## src/rtl/tdm_nibble_rx.sv

```systemverilog
// tdm_nibble_rx: nibble TDM link receiver with sync hunt, frame lock and atomic commit to led (ports: clk, reset, rx_valid, rx_data, rx_sync -> led, locked, frame_done, sync_err)
module tdm_nibble_rx #(
  parameter int NUM_CH      = 4,
  parameter int DATA_W      = 4,
  parameter int LOCK_FRAMES = 2,
  parameter int TIMEOUT     = 16
) (
  input  logic                     clk,
  input  logic                     reset,
  input  logic                     rx_valid,
  input  logic [DATA_W-1:0]        rx_data,
  input  logic                     rx_sync,
  output logic [NUM_CH*DATA_W-1:0] led,
  output logic                     locked,
  output logic                     frame_done,
  output logic                     sync_err
);
  localparam int SW = (NUM_CH > 1) ? $clog2(NUM_CH) : 1;
  localparam int GW = $clog2(LOCK_FRAMES + 1);
  localparam int IW = $clog2(TIMEOUT + 1);
  typedef enum logic [1:0] {HUNT, CHECK, LOCKED} state_t;
  state_t state, state_nx;
  logic [SW-1:0] slot_cnt;
  logic [GW-1:0] good_cnt;
  logic [IW-1:0] idle_cnt;
  logic [(NUM_CH-1)*DATA_W-1:0] shadow;
  logic hunting, start, early, missing, good, last, lock_now, timeout;
  always_comb begin
    hunting  = state == HUNT;
    early    = rx_valid && !hunting && rx_sync && slot_cnt != '0;
    start    = rx_valid && rx_sync && (hunting || slot_cnt != '0);
    missing  = rx_valid && !hunting && !rx_sync && slot_cnt == '0;
    good     = rx_valid && !hunting && (rx_sync == (slot_cnt == '0));
    last     = good && slot_cnt == SW'(NUM_CH - 1);
    lock_now = last && (state == LOCKED || good_cnt == GW'(LOCK_FRAMES - 1));
    timeout  = !rx_valid && !hunting && idle_cnt == IW'(TIMEOUT - 1);
  end
  always_ff @(posedge clk or posedge reset)
    if (reset) state <= HUNT;
    else state <= state_nx;
  always_comb begin
    state_nx = state;
    if (timeout || missing) state_nx = HUNT;
    else if (start) state_nx = CHECK;
    else if (lock_now) state_nx = LOCKED;
  end
  always_ff @(posedge clk or posedge reset)
    if (reset) begin
      led        <= '0;
      locked     <= 1'b0;
      frame_done <= 1'b0;
      sync_err   <= 1'b0;
      slot_cnt   <= '0;
      good_cnt   <= '0;
      idle_cnt   <= '0;
      shadow     <= '0;
    end else begin
      frame_done <= lock_now;
      sync_err   <= early || missing || timeout;
      locked     <= state_nx == LOCKED;
      idle_cnt   <= (rx_valid || hunting || timeout) ? '0 : idle_cnt + IW'(1);
      if (lock_now) led <= {rx_data, shadow};
      slot_cnt <= start ? SW'(1) : (timeout || missing) ? '0 : good ? (last ? '0 : slot_cnt + SW'(1)) : slot_cnt;
      good_cnt <= (start || missing || timeout) ? '0 : (last && good_cnt < GW'(LOCK_FRAMES)) ? good_cnt + GW'(1) : good_cnt;
      for (int k = 0; k < NUM_CH - 1; k++)
        if ((start && k == 0) || (good && !last && slot_cnt == SW'(k))) shadow[k*DATA_W +: DATA_W] <= rx_data;
    end
endmodule

```

## config.mk

```make
export PLATFORM = sky130hd
export DESIGN_NAME = tdm_nibble_rx
export DESIGN_NICKNAME = d
export VERILOG_FILES = /design/src/rtl/tdm_nibble_rx.sv
export SDC_FILE = /design/constraint.sdc
export NUM_CORES = 1
export LEC_CHECK = 0
export CAP_MARGIN = 20
export CORE_MARGIN = 2
export CORE_UTILIZATION = 55
export DETAILED_ROUTE_END_ITERATION = 16
export PLACE_DENSITY = 0.8
export SLEW_MARGIN = 0
export SYNTH_ARGS = -nofsm -noshare
export SYNTH_HDL_FRONTEND = slang
export SYNTH_SLANG_ARGS = --single-unit
```

## constraint.sdc

```tcl
create_clock -name clk -period 2.67 [get_ports clk]
set_input_delay 0.534 -clock clk [delete_from_list [all_inputs] [get_ports clk]]
set_output_delay 0.534 -clock clk [all_outputs]
set_load 0.02 [all_outputs]
```

==> out/metrics.yaml <==
vdd_drop_max_mv: 0.400
gr-total-overflow: 0
synth_top_area_frac: 0.554
wire_per_inst_um: 15.3
synth_area_leaders: "dfrtp_1 55%, mux2_2 11%, mux2_4 7.1%"
startpoint_type: "register"
cts_tree: "built"
grt_pass1_wl_um: 5620
cts_buffers: 5
synth-xor-area-share: 0.0283
tns_ps: 0
synth.distinct_cells: 37
ios: 27
yosys.area_share.simple: 0.0712
path_cells: "inv_1 > ha_1 > o21ai_0 > o21bai_1 > mux2_2"
finalCriticalPeriod_ps: 2060
hold_path.class: "reg -> reg"
crit_required_ps: 2930
dp_hpwl_um: 2380
worst_slew_pin_slew_ps: 719
yosysTopAreaCell: "dfrtp_1"
layout_commonest_cell: "dfrtp_1"
netlist_area_mm2: 0.00190
cts.sinks: 42
syn_avg_cell_area_um2: 13.9
final_cell_mix: "42 x dfrtp_1, 26 x clkdlybuf4s50_1, 19 x mux2_2"
maxCapViolCount: 0
place_congestion: 0.841
cts.repair.resized: 0
syn_nets: 152
ys_ff_latch: 42
slowest_stage: "dfrtp_1"
synth_fa_ha_area_frac: 0.0461
crit_type: "reg -> reg"
diodes: 0
outcome: "finished, final reports clean"
holdCritStartpoint: "idle_cnt[0]"
start_util: 0.569
clockRootBuffer: "clkbuf_4"
num_rows: 21
finalHoldViolations: 0
r2r_setup_slack_ps: 610
power.density_mw_per_mm2: 755
dieArea_mm2: 0.00394
finalPower_w: 0.00173
setup_viol: 0
drive_gt1_frac: 0.247
antenna_found_initial: 0
slowest_delay_ps: 460
drcViolationCount: 0
final_net_count: 184
wl_um: 3300
via_count: 1181
clock_latency_ps: 360
leakagePower_nw: 1.08
synth_compound_area_frac: 0.0831
clk_path_buf_depth: 2
cts_max_level: 2
slew_headroom: 0.520
fmax_mhz: 485
dieHeight_um: 62.7
grt_start_max_net_pins: 43
syn_inst: 137
fin_crit_sh: 0.772
timing.rr.end: "shadow[0]"
drv_slew: 0
yosys_warnings: 0
synth_top_family_by_area: "multiplexers"
first_pass_iters: 4
drtAntennaViolNets: 0
worst_ep_arrival_time_ps: 2320
cts_setup_buffers: 0
rr_startpoint: "slot_cnt[0]"
rsz0062_at_grt: "false"
whs_endpoint: "idle_cnt[0]"
via_per_inst: 5.47
synthMuxAreaShare: 0.189
path_clk_slew_ps: 120
grt_usage: 0.187
cp-end-kind: "register"
core_mm2: 0.00334
worst-path-max-fanout: 5
syn_to_final_growth_pct: 20.4
drt_iter0_drc: 42
synth_seq_area_share: 0.554
r2r_cells: 5
grt_pass1_vias: 1177
fin_worst_skew_ps: 9.61
holdBufCountCts: 0
port-buffer-count: 26
whs_path_depth: 1
die_w_um: 62.7
## power breakdown
group	switching (W)	internal [W]	total [W]
Combinational	0.000241	0.000230	0.000471
Clock	0.000221	0.000199	0.000420
Sequential	0.0000825	0.000753	0.000836
## logic make-up after synthesis
| logic type | after synthesis |
|---|---|
| compound gates | 20 |
| xor+xnor | 4 |
| fa+ha+maj | 7 |
| buf+inv | 11 |
| flops | 42 |
| mux | 29 |
| simple gates | 24 |
## per-stage QoR
stage                     hold WS (ps)  setup WS (ps)   util  instances  instance area [um^2]
after floorplan                    433            881      -        137                  1900
after global placement             448            413  0.660        208                  2200
after detailed placement           462            363  0.660        208                  2200
after CTS                          479            588  0.685        216                  2280
after global routing               503            499  0.685        216                  2280
final                              476            609  0.685        216                  2280
## synthesized netlist by cell type (all sizes together)
| cell | n |
|---|---|
| dfrtp | 42 |
| mux2 | 28 |
| inv | 9 |
| ha | 7 |
| nor2 | 6 |
| nor3 | 4 |
| a21oi | 3 |
| a31oi | 3 |
| nand3 | 3 |
| o31ai | 3 |
| a211oi | 2 |
| and4 | 2 |
| buf | 2 |
| nand2 | 2 |
| o211ai | 2 |
| xnor2 | 2 |
| xor2 | 2 |
| a21o | 1 |
| and3 | 1 |
| mux2i | 1 |
| nand2b | 1 |
| nor2b | 1 |
| nor3b | 1 |
| o211a | 1 |
| o21a | 1 |
| o21ai | 1 |
| o21bai | 1 |
| o22ai | 1 |
| o31a | 1 |
| or2b | 1 |
| or3 | 1 |
| or4 | 1 |
## routing by layer
metal | global-route usage | wire length, um | vias to the layer above | part of all wire
li1 | - | - | 555 | -
met4 | 0.0806 | 65 | 0 | 0.020
met5 | 0 | 0 | - | 0
met2 | 0.310 | 1680 | 29 | 0.51
met1 | 0.231 | 1430 | 590 | 0.43
met3 | 0.0505 | 126 | 7 | 0.038
## registers in the layout (all words and copies together) (netlist names)
| register | cells |
|---|---|
| led | 16 |
| shadow | 12 |
| idle_cnt | 5 |
| good_cnt | 2 |
| slot_cnt | 2 |
| state | 2 |
| frame_done | 1 |
| locked | 1 |
| sync_err | 1 |
## how the worst max path moves through the flow
stage / from / to / slack [ps] / cells after the start
5_1_grt: slot_cnt[0] / shadow[0] / 500 / 5
6_report: slot_cnt[0] / shadow[0] / 610 / 5
3_3_place_gp: rx_sync / led[14] / 410 / 4
3_5_place_dp: rx_valid / led[3] / 360 / 4
4_1_cts: slot_cnt[0] / shadow[0] / 590 / 5
2_1_floorplan: slot_cnt[0] / led[0] / 880 / 6
## layout make-up
type	instances	area, um^2
clock buffer	5	37.5
tap	46	57.6
fill	252	1050
multi-input combinational	84	793
timing repair buffer	27	268
clock inverter	3	43.8
inverter	9	33.8
sequential	42	1050
## critical path, delay by kind of cell (launching register included)
kind	cells	cell delay (ps)
compound gates	2	670
fa+ha+maj	1	330
buf+inv	1	100
flops	1	460
mux	1	390
Power figures use the tool's default switching activity.
